[config.mk]
export PLATFORM = sky130hd
export DESIGN_NAME = branch_resolver
export DESIGN_NICKNAME = d
export VERILOG_FILES = /design/src/rtl/branch_resolver.sv
export SDC_FILE = /design/constraint.sdc
export NUM_CORES = 1
export LEC_CHECK = 0
export CAP_MARGIN = 20
export CORE_UTILIZATION = 48
export CTS_CLUSTER_SIZE = 14
export DETAILED_ROUTE_END_ITERATION = 7
export GPL_ROUTABILITY_DRIVEN = 1
export PLACE_DENSITY = 0.78
export SYNTH_ARGS = -nofsm -noshare
export SYNTH_HDL_FRONTEND = slang
export SYNTH_SLANG_ARGS = --single-unit
[constraint.sdc]
create_clock -name clk -period 2.9 [get_ports clk]
set_clock_uncertainty 0.05 [all_clocks]
set_input_delay 0.29 -clock clk [delete_from_list [all_inputs] [get_ports clk]]
set_output_delay 0.29 -clock clk [all_outputs]
set_load 0.01 [all_outputs]
[src/rtl/branch_resolver.sv]
// Two-stage branch resolver: S1 captures the request, S2 holds the resolved result.
// The condition is evaluated from the S1 registers. All outputs are driven from S2 registers.
// The optional statistics counters are built only when BRANCH_RESOLVER_STATS_EN is defined.
module branch_resolver #(
   parameter int unsigned OPD_LENGTH  = 32,
   parameter int unsigned ADDR_LENGTH = 32
) (
   input  logic                   clk,
   input  logic                   rst_n,
   input  logic                   flush,
   input  logic                   in_valid,
   output logic                   in_ready,
   input  logic [3:0]             br_op,
   input  logic [OPD_LENGTH-1:0]  opd1,
   input  logic [OPD_LENGTH-1:0]  opd2,
   input  logic [ADDR_LENGTH-1:0] pc,
   input  logic [ADDR_LENGTH-1:0] offset,
   output logic                   out_valid,
   input  logic                   out_ready,
   output logic                   out_taken,
   output logic [ADDR_LENGTH-1:0] out_target,
   output logic [ADDR_LENGTH-1:0] out_next_pc,
   output logic                   out_illegal,
   output logic                   out_misaligned
`ifdef BRANCH_RESOLVER_STATS_EN
   ,
   output logic [31:0]            stat_total,
   output logic [31:0]            stat_taken
`endif
);

   logic                   s1_valid_q, s1_valid_d;
   logic [3:0]             s1_op_q, s1_op_d;
   logic [OPD_LENGTH-1:0]  s1_opd1_q, s1_opd1_d, s1_opd2_q, s1_opd2_d;
   logic [ADDR_LENGTH-1:0] s1_pc_q, s1_pc_d, s1_off_q, s1_off_d;

   logic                   s2_valid_q, s2_valid_d;
   logic                   s2_taken_q, s2_taken_d;
   logic [ADDR_LENGTH-1:0] s2_target_q, s2_target_d, s2_next_q, s2_next_d;
   logic                   s2_illegal_q, s2_illegal_d;
   logic                   s2_mis_q, s2_mis_d;

   logic                   accept, s2_load, drain;
   logic                   cond, illegal, taken, misaligned;
   logic [ADDR_LENGTH-1:0] target, fallthru, next_pc;

   // in_ready is held low during reset and flush; S1 frees whenever S2 can take its content
   assign in_ready = rst_n && !flush && (!s1_valid_q || !s2_valid_q || out_ready);
   assign accept   = in_valid && in_ready;
   assign s2_load  = s1_valid_q && (!s2_valid_q || out_ready);
   assign drain    = s2_valid_q && out_ready;

   // Branch condition and result fields from the S1 registers
   always_comb begin
      cond    = 1'b0;
      illegal = (s1_op_q[2:1] == 2'b10);
      case (s1_op_q[2:0])
         3'b000:  cond = (s1_opd1_q == s1_opd2_q);
         3'b001:  cond = (s1_opd1_q != s1_opd2_q);
         3'b010:  cond = ($signed(s1_opd1_q) >= $signed(s1_opd2_q));
         3'b011:  cond = ($signed(s1_opd1_q) <  $signed(s1_opd2_q));
         3'b110:  cond = (s1_opd1_q >= s1_opd2_q);
         3'b111:  cond = (s1_opd1_q <  s1_opd2_q);
         default: cond = 1'b0;
      endcase
      // Illegal encodings are never taken, even with bit3 set
      taken      = !illegal && (s1_op_q[3] || cond);
      target     = s1_pc_q + s1_off_q;
      fallthru   = s1_pc_q + ADDR_LENGTH'(4);
      next_pc    = taken ? target : fallthru;
      misaligned = taken && (target[1:0] != 2'b00);
   end

   // Next-state for both stages; flush kills both valid flags and blocks data loads
   always_comb begin
      s1_valid_d   = s1_valid_q;
      s1_op_d      = s1_op_q;
      s1_opd1_d    = s1_opd1_q;
      s1_opd2_d    = s1_opd2_q;
      s1_pc_d      = s1_pc_q;
      s1_off_d     = s1_off_q;
      s2_valid_d   = s2_valid_q;
      s2_taken_d   = s2_taken_q;
      s2_target_d  = s2_target_q;
      s2_next_d    = s2_next_q;
      s2_illegal_d = s2_illegal_q;
      s2_mis_d     = s2_mis_q;
      if (flush) begin
         s1_valid_d = 1'b0;
         s2_valid_d = 1'b0;
      end else begin
         if (accept) begin
            s1_valid_d = 1'b1;
            s1_op_d    = br_op;
            s1_opd1_d  = opd1;
            s1_opd2_d  = opd2;
            s1_pc_d    = pc;
            s1_off_d   = offset;
         end else if (s2_load) begin
            s1_valid_d = 1'b0;
         end
         if (s2_load) begin
            s2_valid_d   = 1'b1;
            s2_taken_d   = taken;
            s2_target_d  = target;
            s2_next_d    = next_pc;
            s2_illegal_d = illegal;
            s2_mis_d     = misaligned;
         end else if (drain) begin
            s2_valid_d = 1'b0;
         end
      end
   end

   // Pipeline registers with asynchronous clear
   always_ff @(posedge clk or negedge rst_n) begin
      if (!rst_n) begin
         s1_valid_q   <= 1'b0;
         s1_op_q      <= '0;
         s1_opd1_q    <= '0;
         s1_opd2_q    <= '0;
         s1_pc_q      <= '0;
         s1_off_q     <= '0;
         s2_valid_q   <= 1'b0;
         s2_taken_q   <= 1'b0;
         s2_target_q  <= '0;
         s2_next_q    <= '0;
         s2_illegal_q <= 1'b0;
         s2_mis_q     <= 1'b0;
      end else begin
         s1_valid_q   <= s1_valid_d;
         s1_op_q      <= s1_op_d;
         s1_opd1_q    <= s1_opd1_d;
         s1_opd2_q    <= s1_opd2_d;
         s1_pc_q      <= s1_pc_d;
         s1_off_q     <= s1_off_d;
         s2_valid_q   <= s2_valid_d;
         s2_taken_q   <= s2_taken_d;
         s2_target_q  <= s2_target_d;
         s2_next_q    <= s2_next_d;
         s2_illegal_q <= s2_illegal_d;
         s2_mis_q     <= s2_mis_d;
      end
   end

   assign out_valid      = s2_valid_q;
   assign out_taken      = s2_taken_q;
   assign out_target     = s2_target_q;
   assign out_next_pc    = s2_next_q;
   assign out_illegal    = s2_illegal_q;
   assign out_misaligned = s2_mis_q;

`ifdef BRANCH_RESOLVER_STATS_EN
   logic [31:0] stat_total_q, stat_total_d, stat_taken_q, stat_taken_d;

   // Handshake counters; they count every drain and ignore flush
   always_comb begin
      stat_total_d = stat_total_q;
      stat_taken_d = stat_taken_q;
      if (drain) begin
         stat_total_d = stat_total_q + 32'd1;
         if (s2_taken_q) stat_taken_d = stat_taken_q + 32'd1;
      end
   end

   // Counter registers
   always_ff @(posedge clk or negedge rst_n) begin
      if (!rst_n) begin
         stat_total_q <= '0;
         stat_taken_q <= '0;
      end else begin
         stat_total_q <= stat_total_d;
         stat_taken_q <= stat_taken_d;
      end
   end

   assign stat_total = stat_total_q;
   assign stat_taken = stat_taken_q;
`endif

endmodule
# --- Word-level counts from Yosys, hierarchy flattened ---
# Index checks and enable logic that the tools add are counted.
word_totals:
  mem_count: 0
  ramBits: 0
  latch_bits: 0
  register_bits: 201
  input_bits: 137
  mem_bits_ro: 0
classes:
  n_shift: 0
  bitwise_logic: 1
  eq_ne: 8
  n_lt_le_gt_ge: 4
  div_mod_pow: 0
  addsub: 2
  mul: 0
  reduce_logical: 21
  n_mux: 8
op_table:
  columns: ["cell", "n"]
  rows:
  - ["$ge A32 B32 Y1", 2]
  - ["$lt A32 B32 Y1", 2]
  - ["$add A32 B3 Y32 const B", 1]
  - ["$add A32 B32 Y32", 1]
  - ["$eq A32 B32 Y1", 1]
  - ["$mux W32", 1]
  - ["$ne A32 B32 Y1", 1]
  - ["$logic_and A1 B1 Y1", 7]
  - ["$eq A3 B2 Y1 const B", 2]
  - ["$eq A3 B3 Y1 const B", 2]
  - ["$mux W1", 6]
  - ["$pmux W1 S6", 1]
  - ["$reduce_bool A3 Y1", 2]
  - ["$logic_not A1 Y1", 4]
  - ["$logic_or A1 B1 Y1", 4]
  - ["$reduce_and A2 Y1", 2]
  - ["$eq A3 B1 Y1 const B", 1]
  - ["$logic_not A3 Y1", 1]
  - ["$eq A2 B2 Y1 const B", 1]
  - ["$reduce_bool A2 Y1", 1]
  - ["$not A1 Y1", 1]

# --- Longest topological paths before layout ---
logic_depth:
  depth_word: 7
  depth_mapped: 14

# --- Least setup slack after synthesis ---
# No wires, ideal clock.
synth_timing:
  path_kind: "reg2reg"
  from: "reg s1_opd1_q[17]"
  to: "reg s2_next_q[2], in the netlist out_next_pc[2]"
  path_buffers: 2
  setup_ns: 0.126
  arrival_time_ns: 2.637
  slack_ns: 0.087
  stages_incl_launch_ff: 12
  cell_sequence: "dfrtp_1 > ha_1 > a21o_1 > a21o_1 > a211o_1 > and3_1 > o41ai_2 > o31ai_1 > a221o_1 > buf_6 > buf_6 > a221o_1"
synth_between:
  elab_chain_cells: 5
  word_cells_on_any_way: 10
  classes_between: "order compare (4); eq/ne (2); mux (2); reduce/logical (2)"
synth_rtl:
  columns: ["item", "line", "source"]
  rows:
  - ["from (decl)", "34", "logic [OPD_LENGTH-1:0] s1_opd1_q, s1_opd1_d, s1_opd2_q, s1_opd2_d;"]
  - ["from (signal assigned)", "133", "s1_opd1_q <= s1_opd1_d;"]
  - ["$lt A32 B32 Y1, or another cell as far along", "63", "3'b111: cond = (s1_opd1_q < s1_opd2_q);"]
  - ["$pmux W1 S6 (*)", "57", "case (s1_op_q[2:0])"]
  - ["$logic_or A1 B1 Y1 (*)", "67", "taken = !illegal && (s1_op_q[3] || cond);"]
  - ["$logic_and A1 B1 Y1 (*)", "67", null]
  - ["$mux W32 (*)", "70", "next_pc = taken ? target : fallthru;"]
  - ["to (signal assigned)", "140", "s2_next_q <= s2_next_d;"]
  - ["to (decl)", "39", "logic [ADDR_LENGTH-1:0] s2_target_q, s2_target_d, s2_next_q, s2_next_d;"]
# Every way passes the cells marked *; elsewhere a longest branch is shown, timed or not.
# A chain may end at the register's enable or synchronous reset.

# --- Worst setup path in the final report ---
layout_timing:
  from: "reg s1_opd1_q[6]"
  to: "reg s2_next_q[12], in the netlist out_next_pc[12]"
# Same word-level chain as after synthesis.

==> flow_summary.toml <==
[job]
drv_cap = 0

[detailed_routing]
top_layer = "met4"
vias_per_cell = 5.51
drtIter0Drc = 519
wl_um = 27700
wl_met2_um = 13300
first_pass_iters = 5
vias = 8683
wire_per_inst_um = 17.6
drtAntennaViolNets = 0
drc = 0
wl_met1_um = 11900
wl_met3_um = 1620

[worst_setup_path]
crit_required_ps = 3300
startpoint_type = "register"
end_kind = "register"
critPathArrivalTime_ps = 3450
r2r_start = "s1_opd1_q[6]"
startpoint = "s1_opd1_q[6]"
worst-setup-path-type = "reg2reg"
crit_fanout = 14

[clock_network]
cts_tree = "yes"
clock_sinks = 201
clockRootBuffer = "clkbuf_16"
h-tree-depth = 1
clk_pin_slew_worst_paths_ps = 60
clk_latency_ps = 510
cts.path.max_buffers = 3
cts_buffers = 23

[power_and_ir_drop]
sw_frac_of_total_pct = 32.7
intPower_uw = 8310
p_comb_share_pct = 40.9
sequentialPowerShare_pct = 33.2
peakVddDrop_mv = 0.438
power.leakage_uw = 0.00640
power_density_nw_per_um2 = 848
power.total_uw = 12300
clkPwrFrac_pct = 25.8
power.switching_uw = 4040

[worst_hold_path]
worstHoldPathType = "in2async"

[floorplan]
dieArea_sq_um = 22700
ios = 206
die_y_um = 151
core_sq_um = 21800
die_x_um = 151
rows = 54
start_util_pct = 48.8

[synth]
synth_seq_cells = 201
avgSynthCellArea_sq_um = 10.4
synthFlopType = "dfrtp_1"
synth_nets = 1223
synth.cell_area_sq_um = 10600
synth_cell_types = 55
synth_edf_count = 0
yosysWarnings = 0
async_flop_share_pct = 100
seq_area_frac_synth_pct = 47.4
synthCells = 1021

[sta]
tns_ps = -2150
rsz0062_at_grt = "yes"
worst_slew_pin_slew_ps = 890
finalSetupViolCount = 32
max-slew-margin-rel_pct = 40.6
hold_viol = 0
holdWs_ps = 187
fin_ws_ps = -146
fin_crit_ps = 3050
drv_slew = 0
fmax_mhz = 328
fin_crit_sh_pct = 105

[outcome]
outcome = "finished, violations left"
violations = "negative setup slack"

[layout]
areaGrowthSynthToFinish_pct = 37.1
final_area_sq_um = 14600
nNetsFinal = 1478
mostFrequentLayoutCells = "clkdlybuf4s50_1, dfrtp_1, nand2_1"
layout.cells.most_common = "clkdlybuf4s50_1"
final_layout_size_suffix_gt1_share_pct = 19.6

[global_route]
grt_pass1_wl_um = 43600
overflow = 0
grt_pass1_vias = 8619
antenna_found_initial = 2
grtUsageTotal_pct = 24.5
grt_max_degree = 72

[placement]
pre_cts_slack_ps = -138
io_buffers = 205
place_area_sq_um = 13400
hpwl_um = 20300
globalplace.congestion = 0.917
synthesized netlist by cell type (9+ instances only):
library cell	instances	share of area, %
a21oi_1	38	1.8
a21o_1	29	2.0
and3_1	12	0.71
mux2_2	96	10
dfrtp_1	201	47
o21ai_0	67	3.2
nand3_1	26	1.2
nor2b_1	10	0.59
nand4_1	12	0.71
ha_1	64	7.5
a211oi_1	9	0.64
clkbuf_1	30	1.1
inv_1	52	1.8
xor2_1	27	2.2
nor2_1	54	1.9
nand2_1	121	4.3
nor3_1	29	1.4
a221o_1	20	1.9
xnor2_1	27	2.2
cell families after synthesis:
kind of cell | synth area share, %
AOI/OAI and AO/OA | 13.7
muxes | 10.7
DFF | 47.4
xor gates and xnor gates | 4.45
adders and majority gates | 7.73
and+or+nand+nor | 12.3
buffers and inverters | 3.70
per-layer routing:
layer	track usage (%)	vias to the layer above
met3	4.30	57
li1	-	4142
met4	8.90	0
met1	32.5	4212
met5	0	-
met2	40.1	272
layout make-up:
cell class	count	area [sq um]
fillers	1674	7190
multi-input cells	724	5440
flip-flops and latches	201	5030
repair buffers	274	2700
clock buffers	32	659
well taps	280	350
inverters	52	195
clock inverters	10	181
diodes	2	5.00
power groups by stage:
stage	Sequential (uW)	Combinational, uW	Clock, uW
floorplan	4250	2450	0
global placement	4100	4540	0
detailed placement	4140	4660	0
CTS	4100	4880	3240
global route	4200	5540	3340
finish	4100	5050	3190
path summary, 6_finish.rpt:
path                                   end  slack (ps)  cells after the start
min reg2reg                 out_target[23]         430                      1
min in group clk              s1_opd2_q[6]         280                      3
max in group asynchronous     s1_off_q[21]        1430                      3
max                        out_next_pc[12]        -150                     13
min                           s1_off_q[10]         190                      2
max reg2reg                out_next_pc[12]        -150                     13
repair_timing:
item / 4_1_cts / 5_1_grt
gates cloned: 2 / 0
resized for setup: 18 / 32
endpoints found under the hold margin: 28 / 0
setup endpoints to repair: 36 / 39
setup buffers: 3 / 3
hold buffers: 1 / 0
pin swaps: 0 / 15
critical path, stage by stage, from the launching register on:
cell and delay (ps):
dfrtp_1 380, ha_1 320, a21oi_1 170, nand2_1 80, a21oi_2 200, a21oi_2 100, buf_4 140, o41ai_2 310
o31ai_1 120, a221o_2 420, buf_12 160, buf_16 150, nor3_1 210, a221o_1 150
flip-flops by register name, indices dropped and copies added, names as in the netlist:
| register | count |
|---|---|
| out_next_pc | 32 |
| out_target | 32 |
| s1_off_q | 32 |
| s1_opd1_q | 32 |
| s1_opd2_q | 32 |
| s1_pc_q | 32 |
| s1_op_q | 4 |
| out_illegal | 1 |
| out_misaligned | 1 |
| out_taken | 1 |
| out_valid | 1 |
| s1_valid_q | 1 |
metrics by stage:
stage,utilization [%],std cells
finish,66.9,1575
global route,66.9,1574
CTS,66.0,1570
detailed placement,61.4,1522
global placement,61.4,1522
floorplan,-,1021
Power figures use the tool's default switching activity.
